<file path="src/rtl/reg_scoreboard.sv">
// Register scoreboard: per-register pending-write counters gate instruction issue,
// and the writeback port updates the register file. Optional feature: SB_BYPASS_EN.
module reg_scoreboard #(
    parameter int unsigned CNT_W = 2
) (
    input  logic              clk,
    input  logic              reset_n,
    input  logic              iss_valid,
    input  logic [15:0]       iss_req,
    input  logic [15:0]       iss_prov,
    output logic              iss_ready,
    input  logic              wb_valid,
    input  logic [3:0]        wb_reg,
    input  logic [63:0]       wb_data,
    input  logic              flush,
    output logic [15:0][63:0] regx,
    output logic [15:0]       busy,
    output logic              sb_err
);

    localparam logic [CNT_W-1:0] CntMax = '1;
    localparam logic [CNT_W-1:0] CntOne = CNT_W'(1);

    logic [CNT_W-1:0] cnt_q [16];
    logic [CNT_W-1:0] cnt_d [16];
    logic [15:0]      wb_hit;
    logic [15:0]      sat;
    logic [15:0]      busy_eff;
    logic             accept;
    logic             underflow;

    always_comb begin
        for (int n = 0; n < 16; n++) begin
            busy[n]   = (cnt_q[n] != '0);
            wb_hit[n] = wb_valid && (wb_reg == 4'(n));
            sat[n]    = (cnt_q[n] == CntMax);
`ifdef SB_BYPASS_EN
            // A source whose last pending write lands this cycle is forwarded from wb_data.
            busy_eff[n] = busy[n] && !(wb_hit[n] && (cnt_q[n] == CntOne));
`else
            busy_eff[n] = busy[n];
`endif
        end
        iss_ready = !flush && ((iss_req & busy_eff) == '0) && ((iss_prov & sat) == '0);
        accept    = iss_valid && iss_ready;
    end

    always_comb begin
        underflow = 1'b0;
        for (int n = 0; n < 16; n++) begin
            cnt_d[n] = cnt_q[n];
            if (accept && iss_prov[n] && wb_hit[n]) begin
                cnt_d[n] = cnt_q[n];
            end else if (accept && iss_prov[n]) begin
                cnt_d[n] = cnt_q[n] + CntOne;
            end else if (wb_hit[n]) begin
                if (cnt_q[n] != '0) cnt_d[n] = cnt_q[n] - CntOne;
                else                underflow = 1'b1;
            end
            if (flush) cnt_d[n] = '0;
        end
    end

    always_ff @(posedge clk) begin
        if (!reset_n) begin
            for (int n = 0; n < 16; n++) cnt_q[n] <= '0;
            regx   <= '0;
            sb_err <= 1'b0;
        end else begin
            for (int n = 0; n < 16; n++) cnt_q[n] <= cnt_d[n];
            if (wb_valid)  regx[wb_reg] <= wb_data;
            if (underflow) sb_err <= 1'b1;
        end
    end

endmodule

</file>
<file path="config.mk">
export PLATFORM = sky130hd
export DESIGN_NAME = reg_scoreboard
export DESIGN_NICKNAME = d
export VERILOG_FILES = /design/src/rtl/reg_scoreboard.sv
export SDC_FILE = /design/constraint.sdc
export NUM_CORES = 2
export LEC_CHECK = 0
export BUFFER_PORTS_ARGS = -buffer_cell sky130_fd_sc_hd__buf_2
export CAP_MARGIN = 20
export CORE_AREA = 2 2 447 449
export CTS_CLUSTER_DIAMETER = 80
export DETAILED_ROUTE_END_ITERATION = 10
export DIE_AREA = 0 0 449 451
export SLEW_MARGIN = 40
export SYNTH_ARGS = -nofsm -noshare
export SYNTH_HDL_FRONTEND = slang
export SYNTH_SLANG_ARGS = --single-unit
export TNS_END_PERCENT = 10
</file>
<file path="constraint.sdc">
create_clock -name clk -period 6.4 [get_ports clk]
set_input_delay 0.64 -clock clk [delete_from_list [all_inputs] [get_ports clk]]
set_output_delay 0.64 -clock clk [all_outputs]
set_load 0.05 [all_outputs]
</file>
Yosys cells after proc, flatten, opt, wreduce, memory -nomap -nowiden --
Memories as Yosys holds them, arrays and structs flattened. Index checks and enable logic that the tools add are counted.
Word-level totals: flip-flop bits (word level) 1025, bits in writable memories 32, bits of input ports 105, output and inout port bits 1042, logic and storage cells 338, memories 1
Memory list:
- cnt_q | depth 16, bits a word 2, rd ports 16, clocked after Yosys merged registers in 0, write ports 16, RTL line 24 | logic [CNT_W-1:0] cnt_q [16];
Operators by class: add/subtract/negate cells 32, magnitude comparators 2, equality and inequality tests 31, multiplexer cells 165, bitwise operators 18, reductions and logical operators 72
Operators by type and width (count):
- bitwise mux 1024 bit | 1
- demux 64 bit (select 4 bit) | 1
- 2-to-1 mux 2 bit | 96
- 2-to-1 mux 1 bit | 66
- 2-to-1 mux 64 bit | 1
- logical AND 1 bit | 52
- adder 2 x 1 -> 2 bit, second input constant | 16
- bitwise AND 16 bit | 2
- equality test 2 bit, second input constant | 16
- equality test 4 bit, second input constant | 8
- logical NOT 16 bit | 2
- nonzero test 2 bit | 16
- subtractor 2 x 1 -> 2 bit, second input constant | 16
- equality test 4 x 3 -> 1 bit, second input constant | 4
- OR 1 bit | 16
- equality test 4 x 2 -> 1 bit, second input constant | 2
- less-than comparator 4 x 5 -> 1 bit, second input constant | 1
- equality test 4 x 1 -> 1 bit, second input constant | 1
- greater-or-equal comparator 4 x 1 -> 1 bit, second input constant | 1
- logical NOT 4 bit | 1
- logical NOT 1 bit | 1

Depth between registers and ports, before layout --
word-level depth 69, gate-level depth with buffers 13, depth with buffers taken out 11

Worst setup path before layout --
OpenSTA, ideal clock, no wires.
path type in2reg, start input iss_prov[6], end register sb_err, setup time 0.130 ns, data arrival time 2.894 ns, data required time 6.270 ns, slack 3.376 ns, stages on the path 11, buffers on the path 1, path through a21o_1 a222oi_1 clkbuf_1 and4_1 ha_1 or3_1 nor4_1 a2111oi_0 o2111ai_1 a2111oi_2 a21boi_1
Between the ends: longest elaborated chain between the ends 67, elaborated cells on any way between the ends 98, those cells by class mux: 62; bitwise: 1; reduce/logical: 35
Ends and longest elaborated chain:
- start: declaration | RTL line 10 | input logic [15:0] iss_prov,
- bitwise AND 16 bit | RTL line 44 | iss_ready = !flush && ((iss_req & busy_eff) == '0) && ((iss_prov & sat) == '0);
- logical NOT 16 bit | RTL line 44
- logical AND 1 bit | RTL line 44
- logical AND 1 bit | RTL line 45 | accept = iss_valid && iss_ready;
- logical AND 1 bit | RTL line 52, 54
- 2-to-1 mux 1 bit / logical AND 1 bit (equally long branches) | RTL line 54, 52
- 2-to-1 mux 1 bit | RTL line 52 | if (accept && iss_prov[n] && wb_hit[n]) begin
- 2-to-1 mux 1 bit | RTL line 57 | if (cnt_q[n] != '0) cnt_d[n] = cnt_q[n] - CntOne;
- (+51 left out)
- 2-to-1 mux 1 bit | RTL line 57
- 2-to-1 mux 1 bit | RTL line 56 | end else if (wb_hit[n]) begin
- 2-to-1 mux 1 bit | RTL line 54 | end else if (accept && iss_prov[n]) begin
- 2-to-1 mux 1 bit | RTL line 52
- 2-to-1 mux 1 bit | RTL line 57
- 2-to-1 mux 1 bit | RTL line 56
- 2-to-1 mux 1 bit | RTL line 54
- 2-to-1 mux 1 bit * | RTL line 52
- end signal: assignment | RTL line 68 | sb_err <= 1'b0;
- end signal: assignment | RTL line 72 | if (underflow) sb_err <= 1'b1;
- end: declaration | RTL line 18 | output logic sb_err
Mark *: on every way between the ends. The rest lies on a longest branch, timed or not. A chain may end at the register's enable or synchronous reset.

==> impl_metrics.env <==
export IMPL_power_mw=15.1
export IMPL_fin_crit_ps=3670
export IMPL_arrival_ps=3030
export IMPL_hp_class="in2reg"
export IMPL_drive_gt1_share_pct=24.6
export IMPL_yosys_warnings=0
export IMPL_cts_root_buf="clkbuf_16"
export IMPL_syn_area_per_cell_um2=8.14
export IMPL_io_buffers=1146
export IMPL_hold_violations=0
export IMPL_clk_latency_ps=780
export IMPL_final_max_slew_viol_count=0
export IMPL_cts_tree="done"
export IMPL_drt_antenna_violating_nets=0
export IMPL_cts_setup_buffers=0
export IMPL_syn_nets=5105
export IMPL_rsz0062_at_grt="false"
export IMPL_fillerInstances=21400
export IMPL_fin_cells=8593
export IMPL_yosysSeqAreaShare_pct=52.2
export IMPL_clock_fmax_ghz=0.272
export IMPL_drt_pass1_iterations=5
export IMPL_grt_pass1_wl_um=270000
export IMPL_syn_to_final_growth_pct=30.0
export IMPL_place_inst=8361
export IMPL_cts_max_level=3
export IMPL_clk_path_buf_depth=3
export IMPL_tns_ps=0
export IMPL_worst_path_max_fanout=8
export IMPL_cp_end_kind="primary output"
export IMPL_period_share_pct=57.4
export IMPL_crit_type="reg2out"
export IMPL_ys_flop_type="dfxtp_1"
export IMPL_die_h_um=451
export IMPL_final_util_pct=26.6
export IMPL_reg2reg_depth=12
export IMPL_hold_depth=2
export IMPL_routed_via_count=38900
export IMPL_finalClockSkew_ps=58.2
export IMPL_ctsResizeCount=0
export IMPL_start_kind="flip-flop"
export IMPL_die_area_um2=202000
export IMPL_antenna_found_initial=15
export IMPL_synth_area_um2=40600
export IMPL_max_cap_violations=0
export IMPL_grt_overflow=0
export IMPL_synthDistinctLibCells=50
export IMPL_synth_ff_latch_count=1057
export IMPL_synth_edff_count=0
export IMPL_first_global_vias=35500
export IMPL_power_leakage_nw=21.2
export IMPL_grt_max_degree=257
export IMPL_cts_hold_buf=0
export IMPL_setup_violations=0
export IMPL_ir_drop_mv=0.221
export IMPL_max_slew_margin_pct=38.5
export IMPL_io_pins=1147
export IMPL_nets=5947
export IMPL_row_count=164
export IMPL_required_ps=5760
export IMPL_wl_um=197000
export IMPL_grt_use_total_pct=18.4
export IMPL_wl_per_cell_um=22.9
export IMPL_initial_core_util_pct=20.5
export IMPL_final_cell_mix="nand2_1, buf_2, dfxtp_1"
export IMPL_core_area_um2=198000
export IMPL_tightest_slew_ps=923
export IMPL_ys_async_sr_fraction_pct=0
export IMPL_drc_errors=0
export IMPL_hpwl_um=134000
export IMPL_gp_congestion=0.943
export IMPL_first_iter_violations=3917
export IMPL_cts_sinks=1057
export IMPL_status="finished, final reports clean"
export IMPL_clk_pin_slew_ps=70
export IMPL_mostFrequentLayoutCell="nand2_1"
export IMPL_cts_made_buffers=116
export IMPL_die_x_um=449
export IMPL_via_per_inst=4.52
export IMPL_power_density_nw_per_um2=286
export IMPL_synth_cells=4984
-- layer usage --
| layer | GRT usage, % | share of wire, % | routed length, um |
|---|---|---|---|
| met2 | 28.7 | 45 | 87700 |
| met4 | 10.4 | 5.9 | 11600 |
| met1 | 22.7 | 40 | 78900 |
| met5 | 0 | 0 | 0 |
| met3 | 5.15 | 9.4 | 18600 |
-- per-stage QoR --
step           instance area (um^2)  hold slack, ps  setup slack [ps]
2_1_floorplan                 40600             484              3380
3_3_place_gp                  48400             440              2640
3_5_place_dp                  48500             442              2520
4_1_cts                       52600             299              2720
5_1_grt                       52700             242              2620
6_report                      52700             249              2730
-- critical path, stage by stage (launching register included) --
cell	delay (ps)
dfxtp_1	360
o21ai_0	520
nand4_4	180
nor4_4	620
and3_2	280
buf_2	280
-- area by class of cell --
type	instances	area [um^2]	share of cell area, %
repair buffers	1202	6360	12.1
clock buffers	166	3400	6.45
diodes	12	30.0	0.0569
flip-flops and latches	1057	21200	40.1
clock inverters	51	737	1.40
inverters	37	150	0.285
multi-input cells	3412	17600	33.3
well taps	2656	3320	6.30
-- worst paths after layout --
check / slack [ps] / start / end
setup / recovery: 2730 / cnt_q[1][4] / iss_ready
hold reg to reg: 450 / regx[337] / regx[337]
setup reg to reg: 2820 / cnt_q[0][4] / sb_err
hold / removal: 250 / reset_n / regx[353]
-- cell families (layout without fill, tap and decap cells) --
family,count (synthesis),after routing,synth area share [%]
fa+ha+maj,16,16,0.494
other cells,0,12,0
buf+inv,515,1456,4.82
flops,1057,1057,52.2
compound gates,1141,1141,20.7
simple gates,2255,2255,21.8
-- cells in the mapped netlist (2+ instances only) --
cell          n  area, um^2
nand3b_1      2        15.0
nor4_1        8        50.1
and2_1       16         100
and3_1        2        12.5
a21boi_0   1002        7520
o21ai_1      29         145
inv_1        37         139
dfxtp_1    1057       21200
nand3_1      19        95.1
a2111oi_0     2        17.5
nor2b_1       3        18.8
a21oi_1      34         170
buf_2        13        65.1
nor3_1        5        25.0
o21ai_0      32         160
and4_1       16         140
a2111oi_2     2        30.0
nand2b_1      3        18.8
buf_1        40         150
nand4_4       2        42.5
clkbuf_1    424        1590
nor2_1       35         131
nand2_1    2093        7860
a21o_1        3        22.5
or3_1        10        62.6
a21boi_1     23         173
nand4_1      13        81.3
or2_2        18         113
a41oi_1       5        43.8
ha_1         16         200
-- registers in the layout (all words and copies together) (netlist names) --
| signal | cells |
|---|---|
| regx | 1024 |
| sb_err | 1 |
| cnt_q | 32 |
-- power by group --
| group | total [mW] | switching, mW | internal [mW] |
|---|---|---|---|
| Clock | 7.20 | 2.99 | 4.21 |
| Combinational | 1.18 | 0.936 | 0.248 |
| Sequential | 6.71 | 0.0436 | 6.66 |
(Power assumes the default switching activity.)
